File: config.mk
export PLATFORM = sky130hd
export DESIGN_NAME = sram_bridge
export DESIGN_NICKNAME = d
export VERILOG_FILES = /design/src/rtl/sram_bridge.sv
export SDC_FILE = /design/constraint.sdc
export NUM_CORES = 1
export LEC_CHECK = 0
export ABC_CLOCK_PERIOD_IN_PS = 8730
export CAP_MARGIN = 10
export CORE_MARGIN = 2
export CORE_UTILIZATION = 54
export CTS_CLUSTER_SIZE = 14
export DETAILED_ROUTE_END_ITERATION = 7
export PLACE_DENSITY = 0.85
export SYNTH_ARGS = -nofsm -noshare
export SYNTH_HDL_FRONTEND = slang
export SYNTH_SLANG_ARGS = --single-unit
File: constraint.sdc
create_clock -name clk -period 8.73 [get_ports clk]
set_clock_uncertainty 0.15 [all_clocks]
set_input_delay 1.746 -clock clk [delete_from_list [all_inputs] [get_ports clk]]
set_output_delay 1.746 -clock clk [all_outputs]
set_load 0.01 [all_outputs]
File: src/rtl/sram_bridge.sv
// 32-bit CPU load/store to 16-bit async SRAM sequencer.
// Splits each word into low/high halfword phases with a programmable strobe.
module sram_bridge #(
  parameter int WAIT_CYCLES = 1
) (
  input  logic        clk,
  input  logic        reset,
  input  logic        cpu_req,
  input  logic        cpu_we,
  input  logic [31:0] cpu_addr,
  input  logic [31:0] cpu_wdata,
  input  logic [3:0]  cpu_be,
  output logic [31:0] cpu_rdata,
  output logic        cpu_ack,
  output logic        busy,
  output logic [19:0] sram_addr,
  output logic [15:0] sram_dq_o,
  output logic        sram_dq_oe,
  input  logic [15:0] sram_dq_i,
  output logic        sram_ce_n,
  output logic        sram_oe_n,
  output logic        sram_we_n,
  output logic        sram_ub_n,
  output logic        sram_lb_n
);

  typedef enum logic [1:0] {
    IDLE,
    LO,
    HI,
    DONE
  } state_t;

  localparam int CW = (WAIT_CYCLES < 2) ? 1 : $clog2(WAIT_CYCLES + 1);
  localparam logic [CW-1:0] CNT_MAX = CW'(WAIT_CYCLES);

  state_t      state_q, state_d;
  logic [CW-1:0] cnt_q, cnt_d;
  logic        we_q, we_d;
  logic [18:0] addr_q, addr_d;
  logic [31:0] wdata_q, wdata_d;
  logic [3:0]  be_q, be_d;
  logic [31:0] rbuf_q, rbuf_d;
  logic [31:0] rdata_q, rdata_d;
  logic        ack_q, ack_d;
  logic        busy_q, busy_d;
  logic [19:0] sa_q, sa_d;
  logic [15:0] dqo_q, dqo_d;
  logic        dqoe_q, dqoe_d;
  logic        ce_n_q, ce_n_d;
  logic        oe_n_q, oe_n_d;
  logic        we_n_q, we_n_d;
  logic        ub_n_q, ub_n_d;
  logic        lb_n_q, lb_n_d;
  logic        in_ph;
  logic        hi;
  logic [31:0] bmask;

  // Address bits outside the word index are deliberately ignored.
  logic unused_addr;
  assign unused_addr = ^{cpu_addr[31:21], cpu_addr[1:0]};

  // Next state, request latch, read capture and next pin levels.
  always_comb begin
    state_d = state_q;
    cnt_d   = cnt_q;
    we_d    = we_q;
    addr_d  = addr_q;
    wdata_d = wdata_q;
    be_d    = be_q;
    rbuf_d  = rbuf_q;
    rdata_d = rdata_q;
    unique case (state_q)
      IDLE: begin
        if (cpu_req) begin
          we_d    = cpu_we;
          addr_d  = cpu_addr[20:2];
          wdata_d = cpu_wdata;
          be_d    = cpu_be;
          cnt_d   = '0;
          if (cpu_be[1:0] != 2'b00)
            state_d = LO;
          else if (cpu_be[3:2] != 2'b00)
            state_d = HI;
          else
            state_d = DONE;
        end
      end
      LO, HI: begin
        if (cnt_q == CNT_MAX) begin
          cnt_d = '0;
          if (!we_q) begin
            if (state_q == LO)
              rbuf_d[15:0] = sram_dq_i;
            else
              rbuf_d[31:16] = sram_dq_i;
          end
          if (state_q == LO && be_q[3:2] != 2'b00)
            state_d = HI;
          else
            state_d = DONE;
        end else begin
          cnt_d = cnt_q + CW'(1);
        end
      end
      DONE: state_d = IDLE;
      default: state_d = IDLE;
    endcase

    bmask = {{8{be_d[3]}}, {8{be_d[2]}},
             {8{be_d[1]}}, {8{be_d[0]}}};
    if (state_d == DONE && state_q != DONE && !we_d)
      rdata_d = rbuf_d & bmask;

    in_ph  = (state_d == LO) || (state_d == HI);
    hi     = (state_d == HI);
    ack_d  = (state_d == DONE);
    busy_d = (state_d != IDLE);
    ce_n_d = !in_ph;
    oe_n_d = !(in_ph && !we_d);
    dqoe_d = in_ph && we_d;
    we_n_d = !(in_ph && we_d && cnt_d != '0);
    ub_n_d = !(in_ph && (hi ? be_d[3] : be_d[1]));
    lb_n_d = !(in_ph && (hi ? be_d[2] : be_d[0]));
    sa_d   = in_ph ? {addr_d, hi} : 20'h0;
    dqo_d  = (in_ph && we_d) ?
             (hi ? wdata_d[31:16] : wdata_d[15:0]) : 16'h0;
  end

  // FSM state and registered pin outputs.
  always_ff @(posedge clk or negedge reset) begin
    if (!reset) begin
      state_q <= IDLE;
      cnt_q   <= '0;
      we_q    <= 1'b0;
      addr_q  <= '0;
      wdata_q <= '0;
      be_q    <= '0;
      rbuf_q  <= '0;
      rdata_q <= '0;
      ack_q   <= 1'b0;
      busy_q  <= 1'b0;
      sa_q    <= '0;
      dqo_q   <= '0;
      dqoe_q  <= 1'b0;
      ce_n_q  <= 1'b1;
      oe_n_q  <= 1'b1;
      we_n_q  <= 1'b1;
      ub_n_q  <= 1'b1;
      lb_n_q  <= 1'b1;
    end else begin
      state_q <= state_d;
      cnt_q   <= cnt_d;
      we_q    <= we_d;
      addr_q  <= addr_d;
      wdata_q <= wdata_d;
      be_q    <= be_d;
      rbuf_q  <= rbuf_d;
      rdata_q <= rdata_d;
      ack_q   <= ack_d;
      busy_q  <= busy_d;
      sa_q    <= sa_d;
      dqo_q   <= dqo_d;
      dqoe_q  <= dqoe_d;
      ce_n_q  <= ce_n_d;
      oe_n_q  <= oe_n_d;
      we_n_q  <= we_n_d;
      ub_n_q  <= ub_n_d;
      lb_n_q  <= lb_n_d;
    end
  end

  assign cpu_rdata  = rdata_q;
  assign cpu_ack    = ack_q;
  assign busy       = busy_q;
  assign sram_addr  = sa_q;
  assign sram_dq_o  = dqo_q;
  assign sram_dq_oe = dqoe_q;
  assign sram_ce_n  = ce_n_q;
  assign sram_oe_n  = oe_n_q;
  assign sram_we_n  = we_n_q;
  assign sram_ub_n  = ub_n_q;
  assign sram_lb_n  = lb_n_q;

endmodule
Word level (Yosys, flattened, before mapping) --
Cells that the tools add are included.
Cells by class: magnitude comparators 0, divide/modulo/power cells 0, multipliers 0, bitwise logic cells 1, shift-type cells 0, $add $sub $neg 1, reductions and logical operators 21, muxes and demuxes 27, eq/ne operators 7
Operators by type and width (count):
- two-way mux 32 bit | 5
- two-way mux 16 bit | 4
- two-way mux 19 bit | 2
- bitwise AND 32 bit | 1
- two-way mux 20 bit | 1
- equality test 2 bit, second input constant | 4
- logical AND 1 bit | 8
- two-way mux 1 bit | 8
- two-way mux 4 bit | 2
- nonzero test 2 bit | 4
- logical NOT 1 bit | 6
- two-way mux 2 bit | 3
- case mux 2 bit (3 select lines) | 1
- equality test 2 x 1 -> 1 bit, second input constant | 2
- logical NOT 2 bit | 1
- != test 2 bit, second input constant | 1
- case mux 1 bit (2 select lines) | 1
- OR reduction 2 bit | 1
- adder 1 bit, second input constant | 1
- logical OR 1 bit | 1
Word-level totals: memories 0, bits in latches 0, bits in registers 167, bits of input ports 88, RAM bits 0, ROM bits 0, output and inout port bits 76, logic and storage cells 75

Longest topological paths before layout --
Gate-level depths: netlist of run 1.
word-level depth 10, mapped depth 12, gate-level depth less buffers 9

Least setup slack after synthesis of run 1 --
OpenSTA, ideal clock, no wires.
kind input -> register, start input port cpu_req, end register dqo_q[10] (netlist: sram_dq_o[10]), data required time 8.448 ns, buffers on the path 3, data arrival time 3.523 ns, cell stages on the path 8, setup time 0.132 ns, setup slack 4.925 ns, cell sequence buf_6 mux2i_1 mux2i_1 ha_1 clkbuf_1 clkbuf_1 mux4_2 nor2b_1
Between the ends: cells in the longest elaborated chain, start to end 6, elaborated cells on any way between the ends 12, classes of those cells eq/ne: 2; mux: 8; reduce/logical: 2
RTL lines:
- start, declared | RTL line 8 | input logic cpu_req,
- two-way mux 2 bit * | RTL line 75 | if (cpu_req) begin
- case mux 2 bit (3 select lines) * | RTL line 73 | unique case (state_q)
- named net state_d[1] | RTL line 37 | state_t state_q, state_d;
- equality test 2 x 1 -> 1 bit / equality test 2 bit (equally long branches) | RTL line 115, 116
- logical OR 1 bit | RTL line 115 | in_ph = (state_d == LO) || (state_d == HI);
- logical AND 1 bit | RTL line 126 | dqo_d = (in_ph && we_d) ?
- two-way mux 16 bit * | RTL line 126
- named net dqo_d[10] | RTL line 48 | logic [15:0] dqo_q, dqo_d;
- end signal, assigned | RTL line 163 | dqo_q <= dqo_d;
- end, declared | RTL line 48
Mark *: on every way through the listed nets, which the timed path passes. The rest lies on a longest branch. A chain may end at the register's enable or synchronous reset.

Final worst setup path of run 1 --
start input port cpu_req, end register rdata_q[13] (netlist: cpu_rdata[13])
Between the ends: cells in the longest elaborated chain, start to end 5, elaborated cells on any way between the ends 11, classes of those cells eq/ne: 1; mux: 6; bitwise: 1; reduce/logical: 3
RTL lines:
- two-way mux 2 bit | RTL line 75
- case mux 2 bit (3 select lines) | RTL line 73
- named net state_d[1] | RTL line 37
- equality test 2 bit
- named net ack_d | RTL line 45 | logic ack_q, ack_d;
- logical AND 1 bit (2 in a row) | RTL line 112 | if (state_d == DONE && state_q != DONE && !we_d)
- end signal, assigned | RTL line 159 | rdata_q <= rdata_d;
- end, declared | RTL line 44 | logic [31:0] rdata_q, rdata_d;
The timed path passes the listed nets, and every way through them passes these cells.

==> flow_metrics.py, run 1 <==
metrics = {
    "timing": {
        "worst_slew_pin_slew_ps": 1050,
        "fin_crit_sh": 0.542,
        "relSlewSlack": 0.300,
        "fin_crit_ps": 4730,
        "fmax_mhz": 211,
        "fin_setup_tns_ps": 0,
        "rsz0062_at_grt": "no",
        "final-max-slew-violation-count": 0,
        "setup_viol": 0,
        "setup_ws_ps": 4000,
        "hold_viol": 0,
    },
    "power_and_ir_drop": {
        "p_per_area_mw_per_mm2": 394,
        "clkPwrFrac": 0.256,
        "pwr-share-seq": 0.348,
        "power_leakage_nw": 4.33,
        "power.switching_mw": 1.23,
        "ir_drop_v": 0.000181,
        "p_comb_frac": 0.396,
        "intPower_mw": 2.48,
        "swShare": 0.332,
    },
    "floorplanning": {
        "coreArea_mm2": 0.0127,
        "die_y_um": 118,
        "start_util": 0.556,
        "dieArea_mm2": 0.0140,
        "io_pins": 164,
        "num_rows": 41,
        "die_w_um": 118,
    },
    "cts": {
        "cts_tree": "yes",
        "h-tree-depth": 4,
        "cts_hold_buffers": 0,
        "root_buffer": "clkbuf_16",
        "cts_made_buffers": 17,
        "clk_pin_slew_ps": 60,
        "cts-resized-gates": 0,
        "clock-sinks": 167,
        "clk_latency_ps": 430,
        "postCtsSetupRepairBufs": 0,
        "clock_path_buffers": 2,
    },
    "job": {
        "maxCapViolCount": 0,
    },
    "synthesis": {
        "synth_simple_gate_area_frac": 0.0985,
        "synth_nets": 652,
        "synthMuxAreaShare": 0.137,
        "synth_fa_ha_area_frac": 0.0159,
        "synth_enable_flop_cells": 0,
        "synth_top_family_by_area": "multiplexers",
        "ys_seq_area_frac": 0.591,
        "ys.flop_type": "dfrtp_1",
        "synth_compound_area_frac": 0.106,
        "synth_seq_cells": 167,
        "synth_xor_area_frac": 0,
        "syn_area_per_cell_um2": 12.8,
        "synth_cell_types": 38,
        "yosysTopAreaCell": "dfrtp_1",
        "synth.area.top_cells": "dfrtp_1 (57%), o31ai_2 (5.3%), nand2_1 (5.1%)",
        "synth-async-reset-ratio": 1.00,
        "syn_inst": 555,
        "yosysWarnings": 0,
        "syn_area_mm2": 0.00708,
        "synth_top_area_frac": 0.573,
    },
    "critical_path": {
        "reg2reg_slack_ps": 5200,
        "path_class": "in -> reg",
        "critical_path_arrival_ps": 4860,
        "cp.required_ps": 8860,
        "cp_max_fo": 33,
        "startpoint_type": "input pin",
        "cp-end-kind": "register",
    },
    "grt": {
        "grt_usage": 0.244,
        "grt_pass1_wl_um": 26500,
        "grt_pass1_vias": 5293,
        "grt_max_degree": 104,
        "antenna_found_initial": 0,
        "overflow": 0,
    },
    "drt": {
        "vias": 4845,
        "drc_errors": 0,
        "ant_nets": 0,
        "wire_per_inst_um": 18.5,
        "dr.pass1.iters": 5,
        "post_drt_via_cell_ratio": 5.51,
        "initialDrtViolationCount": 387,
        "wirelength_um": 16300,
    },
    "min_path": {
        "min_path_type": "reg -> reg",
    },
    "layout": {
        "multi_input_area_mm2": 0.00255,
        "drive_above_1_share": 0.175,
        "area.sequential_mm2": 0.00419,
        "insertedDiodeCount": 0,
        "final_nets": 791,
        "area_delta_synth_final_pct": 33.1,
        "n_fill_cell": 858,
        "fin_util": 0.740,
    },
    "placed_design": {
        "portBuffers": 150,
        "gp_congestion": 0.828,
        "place_hpwl_um": 10400,
        "pre_cts_ws_ps": 3680,
    },
    "outcome": {
        "status": "completed",
    },
}
==> stage by stage <==
| stage | hold slack, ps | area, um2 | cells | power (mW) |
|---|---|---|---|---|
| after global placement | 302 | 8660 | 847 | 2.67 |
| final | 326 | 9420 | 879 | 3.71 |
| after global routing | 349 | 9420 | 879 | 3.91 |
| after detailed placement | 311 | 8660 | 847 | 2.75 |
| after CTS | 326 | 9420 | 879 | 3.73 |
| after floorplan | 290 | 7080 | 555 | 2.19 |
==> area by class of cell <==
type / count / share of cell area
Sequential cell: 167 / 0.444
Multi-Input combinational cell: 310 / 0.271
Timing Repair Buffer: 157 / 0.165
Clock buffer: 20 / 0.0496
Clock inverter: 12 / 0.0310
Tap cell: 172 / 0.0229
Inverter: 41 / 0.0163
==> layer usage <==
metal  vias to the layer above  wire [um]  track usage
met5                         -          0            0
met4                         0        485        0.109
met3                        35       1060       0.0647
met2                       169       8430        0.418
met1                      2468       6290        0.290
li1                       2173          -            -
==> critical path, stage by stage <==
cell             delay, ps
clkdlybuf4s50_1        700
mux2i_1                320
mux2i_1                210
ha_1                   270
nand2b_1                70
buf_4                  340
or3_1                  600
buf_4                  450
o31ai_2                110
==> kinds of logic after synthesis <==
| family | count (synthesis) |
|---|---|
| AO/OA/AOI/OAI | 80 |
| adder cells (fa/ha/maj) | 9 |
| buffers and inverters | 78 |
| flip-flops | 167 |
| multiplexers | 72 |
| AND/OR/NAND/NOR | 149 |
==> path summary, 6_finish.rpt <==
check,startpoint,to,cells after the start
setup reg to reg,state_q[1]$_DFF_PN0_,cpu_rdata[13]$_DFFE_PN0P_,10
max in group asynchronous,reset,rbuf_q[12]$_DFF_PN0_,2
hold reg to reg,wdata_q[16]$_DFF_PN0_,wdata_q[16]$_DFF_PN0_,2
setup / recovery,cpu_req,cpu_rdata[13]$_DFFE_PN0P_,9
min in group asynchronous,reset,cpu_rdata[20]$_DFFE_PN0P_,1
hold / removal,wdata_q[16]$_DFF_PN0_,wdata_q[16]$_DFF_PN0_,2
==> sequential cells by signal (all words and copies together) (netlist names), 2 cells and up <==
name	flops
sram_dq_o	16
rbuf_q	32
state_q	2
wdata_q	32
addr_q	19
be_q	4
sram_addr	20
cpu_rdata	32
==> power by group through the flow <==
stage	sequential, mW	clock, mW	combinational [mW]
floorplan	1.32	0	0.868
global placement	1.27	0	1.40
detailed placement	1.30	0	1.45
CTS	1.29	0.955	1.48
global route	1.33	0.986	1.59
finish	1.29	0.948	1.47
==> synthesized netlist by cell type (2+ instances only) <==
cell and n:
nor2b_1 17, dfstp_2 5, nand2_1 97, o21ai_0 3, a21oi_2 2, o31ai_2 30
clkbuf_1 21, mux2_2 20, and3_1 2, nor2_1 2, mux4_2 16, a21o_1 2
ha_1 9, buf_6 7, or2_2 2, mux2i_4 2, and2_1 20, inv_1 41
o31ai_1 34, or3_1 2, a211oi_1 2, a211o_1 2, dfrtp_1 162, mux2i_1 34
buf_2 8
==> layout by cell type (no fill, tap or decap), types with 2 or more instances in the layout <==
cell type	count
dfrtp_1	162
clkdlybuf4s50_1	149
nand2_1	97
inv_1	41
mux2i_1	34
o31ai_1	34
o31ai_2	30
mux2_2	20
and2_1	19
nor2b_1	17
clkbuf_16	17
mux4_2	16
ha_1	9
bufinv_16	9
buf_4	7
dfstp_2	5
o21ai_0	3
clkbuf_8	3
nor2_1	2
or2_2	2
a21o_1	2
mux2i_4	2
and3_1	2
a21oi_2	2
or3_1	2
a211oi_1	2
a211o_1	2
(Power assumes the default switching activity.)
==> inputs of run 2 (changes only) <==
==> config.mk (replaced) <==
export PLATFORM = sky130hd
export DESIGN_NAME = sram_bridge
export DESIGN_NICKNAME = d
export VERILOG_FILES = /design/src/rtl/sram_bridge.sv
export SDC_FILE = /design/constraint.sdc
export NUM_CORES = 1
export LEC_CHECK = 0
export ABC_CLOCK_PERIOD_IN_PS = 3980
export CAP_MARGIN = 10
export CORE_MARGIN = 2
export CORE_UTILIZATION = 45
export CTS_CLUSTER_SIZE = 14
export DETAILED_ROUTE_END_ITERATION = 7
export PLACE_DENSITY = 0.76
export SYNTH_ARGS = -nofsm -noshare
export SYNTH_HDL_FRONTEND = slang
export SYNTH_SLANG_ARGS = --single-unit
==> constraint.sdc (replaced) <==
create_clock -name clk -period 3.98 [get_ports clk]
set_clock_uncertainty 0.15 [all_clocks]
set_input_delay 0.796 -clock clk [delete_from_list [all_inputs] [get_ports clk]]
set_output_delay 0.796 -clock clk [all_outputs]
set_load 0.01 [all_outputs]
==> flow_metrics.py, run 2 (same netlist as run 1, synthesis figures left out) <==
metrics = {
    "outcome": {
        "status": "completed",
    },
    "floorplanning": {
        "die_y_um": 129,
        "die_w_um": 129,
        "io_pins": 164,
        "dieArea_mm2": 0.0167,
        "num_rows": 45,
        "coreArea_mm2": 0.0153,
        "start_util": 0.464,
    },
    "critical_path": {
        "worst_path_largest_cell_delay_ps": 790,
        "startpoint_type": "input pin",
        "cp.required_ps": 4100,
        "cp_max_fo": 18,
        "critPathBufInv": 1,
        "crit_slowest_cell": "ha_1",
        "critPathTopFamily": "adder cells",
        "crit_chain": "clkdlybuf4s50_1 -> a31oi_1 -> a21oi_1 -> ha_1 -> mux4_2 -> nor2b_1",
        "cp-end-kind": "register",
        "reg2reg_slack_ps": 870,
        "critical_path_arrival_ps": 3350,
        "path_class": "in -> reg",
    },
    "placed_design": {
        "portBuffers": 150,
        "gp_congestion": 0.780,
        "pre_cts_ws_ps": 333,
        "placed_cells": 889,
        "place_hpwl_um": 10500,
    },
    "cts": {
        "clock_path_buffers": 2,
        "clk_pin_slew_ps": 60,
        "cts_tree": "yes",
        "clock-sinks": 167,
        "clk_latency_ps": 430,
        "postCtsSetupRepairBufs": 0,
        "cts-resized-gates": 0,
        "cts_made_buffers": 17,
        "cts_hold_buffers": 0,
        "h-tree-depth": 4,
        "root_buffer": "clkbuf_16",
    },
    "layout": {
        "area_delta_synth_final_pct": 32.5,
        "final_common_cell": "dfrtp_1",
        "stdcell_count": 921,
        "n_fill_cell": 1182,
        "insertedDiodeCount": 0,
        "drive_above_1_share": 0.177,
        "final_nets": 794,
        "area.sequential_mm2": 0.00419,
        "multi_input_area_mm2": 0.00256,
        "final_cell_mix": "dfrtp_1 (162), clkdlybuf4s50_1 (149), nand2_1 (97)",
    },
    "drt": {
        "wire_per_inst_um": 17.4,
        "drc_errors": 0,
        "dr.pass1.iters": 4,
        "initialDrtViolationCount": 346,
        "wirelength_um": 16000,
        "post_drt_via_cell_ratio": 5.12,
        "vias": 4719,
        "ant_nets": 0,
    },
    "timing": {
        "worst_slew_pin_slew_ps": 1150,
        "setup_ws_ps": 757,
        "fin_setup_tns_ps": 0,
        "final-max-slew-violation-count": 0,
        "rsz0062_at_grt": "no",
        "holdWs_ps": 292,
        "setup_viol": 0,
        "fin_crit_ps": 3220,
        "hold_viol": 0,
        "fmax_mhz": 310,
        "relSlewSlack": 0.232,
        "fin_crit_sh": 0.810,
    },
    "grt": {
        "grt_max_degree": 93,
        "overflow": 0,
        "grt_pass1_wl_um": 25700,
        "grt_usage": 0.202,
        "antenna_found_initial": 0,
        "top_usage_layer": "met2",
        "use_met2": 0.322,
        "use_met3": 0.0504,
        "grt_pass1_vias": 4911,
        "grtUsageMet1": 0.267,
    },
    "power_and_ir_drop": {
        "power_leakage_nw": 4.28,
        "ir_drop_v": 0.000337,
        "p_per_area_mw_per_mm2": 823,
    },
    "job": {
        "maxCapViolCount": 0,
    },
    "min_path": {
        "min_path_type": "in -> async",
    },
}
==> run 2: metal layers <==
metal | part of all wire | vias to the layer above | wire length (um)
met3 | 0.051 | 19 | 818
met1 | 0.43 | 2404 | 6930
met4 | 0.018 | 0 | 281
met2 | 0.50 | 119 | 7980
li1 | - | 2177 | -
met5 | 0 | - | 0
==> run 2: layout make-up <==
| type | count | area share |
|---|---|---|
| timing repair buffer | 160 | 0.171 |
| clock inverter | 9 | 0.0121 |
| tap | 211 | 0.0282 |
| clock buffer | 23 | 0.0531 |
| inverter | 41 | 0.0164 |
| sequential | 167 | 0.446 |
| multi-input combinational | 310 | 0.273 |
==> run 2: stage by stage <==
step                 util  instance area (um2)  power (mW)
CTS                 0.614                 9380        7.80
finish              0.614                 9380        7.72
floorplan               -                 7080        4.81
global placement    0.574                 8760        5.94
global route        0.614                 9380        8.21
detailed placement  0.574                 8760        6.09
==> run 2: path summary, 6_finish.rpt <==
kind / startpoint / endpoint / cells past startpoint
max: cpu_req / sram_dq_o[12]$_DFF_PN0_ / 6
min: reset / cpu_rdata[10]$_DFFE_PN0P_ / 1
max reg2reg: state_q[1]$_DFF_PN0_ / sram_dq_o[12]$_DFF_PN0_ / 7
min reg2reg: wdata_q[31]$_DFF_PN0_ / wdata_q[31]$_DFF_PN0_ / 2
max in group asynchronous: reset / sram_lb_n$_DFF_PN1_ / 2
min in group clk: wdata_q[31]$_DFF_PN0_ / wdata_q[31]$_DFF_PN0_ / 2
==> run 2: report_power, final <==
part	total, mW	switching (mW)	internal [mW]
logic	3.23	1.66	1.57
clock network	1.68	0.667	1.01
registers	2.81	0.323	2.49
total	7.72	2.65	5.06
==> inputs of run 3 (changes only) <==
==> config.mk (replaced) <==
export PLATFORM = sky130hd
export DESIGN_NAME = sram_bridge
export DESIGN_NICKNAME = d
export VERILOG_FILES = /design/src/rtl/sram_bridge.sv
export SDC_FILE = /design/constraint.sdc
export NUM_CORES = 1
export LEC_CHECK = 0
export ABC_CLOCK_PERIOD_IN_PS = 3100
export CAP_MARGIN = 10
export CORE_MARGIN = 2
export CORE_UTILIZATION = 50
export CTS_CLUSTER_SIZE = 14
export DETAILED_ROUTE_END_ITERATION = 7
export PLACE_DENSITY = 0.8
export SYNTH_ARGS = -nofsm -noshare
export SYNTH_HDL_FRONTEND = slang
export SYNTH_SLANG_ARGS = --single-unit
==> constraint.sdc (replaced) <==
create_clock -name clk -period 3.1 [get_ports clk]
set_clock_uncertainty 0.15 [all_clocks]
set_input_delay 0.62 -clock clk [delete_from_list [all_inputs] [get_ports clk]]
set_output_delay 0.62 -clock clk [all_outputs]
set_load 0.01 [all_outputs]
==> flow_metrics.py, run 3 (same netlist as run 1, synthesis figures left out) <==
metrics = {
    "cts": {
        "clock-sinks": 167,
        "clk_latency_ps": 420,
        "cts_hold_buffers": 1,
        "clock_path_buffers": 2,
        "h-tree-depth": 4,
        "root_buffer": "clkbuf_16",
        "clk_pin_slew_ps": 60,
        "postCtsSetupRepairBufs": 0,
        "cts-resized-gates": 0,
        "cts_tree": "yes",
        "cts_made_buffers": 17,
    },
    "grt": {
        "antenna_found_initial": 0,
        "grt_usage": 0.227,
        "grt_pass1_vias": 5041,
        "overflow": 0,
        "grt_max_degree": 66,
        "grt_pass1_wl_um": 26000,
    },
    "layout": {
        "final_nets": 805,
        "insertedDiodeCount": 0,
        "area.sequential_mm2": 0.00419,
        "drive_above_1_share": 0.187,
        "fin_util": 0.679,
        "n_fill_cell": 954,
        "multi_input_area_mm2": 0.00255,
        "final_cell_mix": "dfrtp_1 (162), clkdlybuf4s50_1 (149), nand2_1 (97)",
        "area_delta_synth_final_pct": 32.7,
        "final_common_cell": "dfrtp_1",
    },
    "job": {
        "maxCapViolCount": 0,
    },
    "placed_design": {
        "gp_congestion": 0.819,
        "portBuffers": 150,
        "place_hpwl_um": 10800,
    },
    "power_and_ir_drop": {
        "pwr-share-seq": 0.365,
        "clkPwrFrac": 0.207,
        "intPower_mw": 6.47,
        "ir_drop_v": 0.000547,
        "p_per_area_mw_per_mm2": 1050,
        "swShare": 0.347,
        "p_comb_frac": 0.429,
        "power.switching_mw": 3.44,
        "power_leakage_nw": 4.32,
    },
    "critical_path": {
        "cp-end-kind": "register",
        "crit_chain": "inv_1 -> ha_1 -> o21ai_0 -> nor3_1 -> a21o_1 -> ha_1 -> nand2b_1 -> or3_1 -> buf_12 -> o31ai_1",
        "path_class": "reg -> reg",
        "reg2reg_slack_ps": 380,
        "critPathBufInv": 2,
        "worst_path_most_repeated_cell": "ha_1",
        "reg2reg_to": "cpu_rdata[0]$_DFFE_PN0P_",
        "r2r_cells": 10,
        "worst_path_largest_cell_delay_ps": 460,
        "critPathTopFamily": "simple AND/OR/NAND/NOR gates",
        "reg2reg_from": "state_q[0]$_DFF_PN0_",
        "crit_slowest_cell": "dfrtp_1",
        "startpoint_type": "register",
        "cp_max_fo": 32,
        "cp.required_ps": 3280,
        "critical_path_arrival_ps": 2890,
    },
    "timing": {
        "final-max-slew-violation-count": 0,
        "rsz0062_at_grt": "no",
        "fin_setup_tns_ps": 0,
        "fmax_mhz": 368,
        "setup_viol": 0,
        "relSlewSlack": 0.423,
        "fin_crit_ps": 2720,
        "fin_crit_sh": 0.877,
        "hold_viol": 0,
        "worst_slew_pin_slew_ps": 865,
        "holdWs_ps": 322,
    },
    "floorplanning": {
        "num_rows": 43,
        "dieArea_mm2": 0.0151,
        "die_y_um": 123,
        "coreArea_mm2": 0.0138,
        "io_pins": 164,
        "start_util": 0.512,
        "die_w_um": 123,
    },
    "min_path": {
        "min_path_type": "reg -> reg",
        "hold_start": "wdata_q[29]$_DFF_PN0_",
        "min_to": "wdata_q[29]$_DFF_PN0_",
        "min_path_cells": 2,
    },
    "drt": {
        "wire_per_inst_um": 17.9,
        "vias": 4775,
        "initialDrtViolationCount": 374,
        "wirelength_um": 16200,
        "drc_errors": 0,
        "ant_nets": 0,
        "post_drt_via_cell_ratio": 5.30,
        "dr.pass1.iters": 4,
    },
    "outcome": {
        "status": "completed",
    },
}
[run 3: worst max path at each step]
stage	from	to	slack [ps]	cells after the start
4_1_cts	state_q[0]$_DFF_PN0_	cpu_rdata[14]$_DFFE_PN0P_	390	10
3_5_place_dp	cpu_be[2]	cpu_rdata[14]$_DFFE_PN0P_	90	9
6_report	state_q[0]$_DFF_PN0_	cpu_rdata[0]$_DFFE_PN0P_	380	10
3_3_place_gp	cpu_be[2]	cpu_rdata[0]$_DFFE_PN0P_	130	9
2_1_floorplan	state_q[1]$_DFF_PN0_	sram_dq_o[10]$_DFF_PN0_	370	9
5_1_grt	state_q[0]$_DFF_PN0_	cpu_rdata[0]$_DFFE_PN0P_	140	10
[run 3: stage by stage]
step | cells | power [mW] | worst slack (ps) | area, um2
CTS | 901 | 9.98 | 391 | 9390
finish | 901 | 9.90 | 383 | 9390
floorplan | 555 | 6.17 | 367 | 7080
global placement | 868 | 7.69 | 128 | 8800
detailed placement | 868 | 7.89 | 85.3 | 8800
global route | 901 | 10.5 | 136 | 9390
[run 3: layout make-up]
class                      instances  area share
sequential                       167       0.446
multi-input combinational        310       0.271
timing repair buffer             171       0.181
clock buffer                      20      0.0476
tap                              180      0.0240
inverter                          41      0.0164
clock inverter                    12      0.0137
[run 3: per-layer routing]
metal / share of wire / vias to the layer above / track usage
met4: 0.018 / 0 / 0.0824
met5: 0 / - / 0
met2: 0.51 / 130 / 0.372
met1: 0.42 / 2419 / 0.298
li1: - / 2201 / -
met3: 0.056 / 25 / 0.0540
[run 3: worst register-to-register path: cells and delay by family (launching register included)]
kind                       cells  cell delay (ps)
buffers and inverters          2              280
adders and majority gates      2              560
and+or+nand+nor                3              680
DFF                            1              460
AOI/OAI and AO/OA              3              480
[run 3: power groups by stage]
stage	logic, mW	clock network, mW	registers, mW
finish	4.24	2.05	3.61
detailed placement	4.25	0	3.65
global placement	4.11	0	3.58
CTS	4.29	2.08	3.62
global route	4.64	2.18	3.72
floorplan	2.44	0	3.73
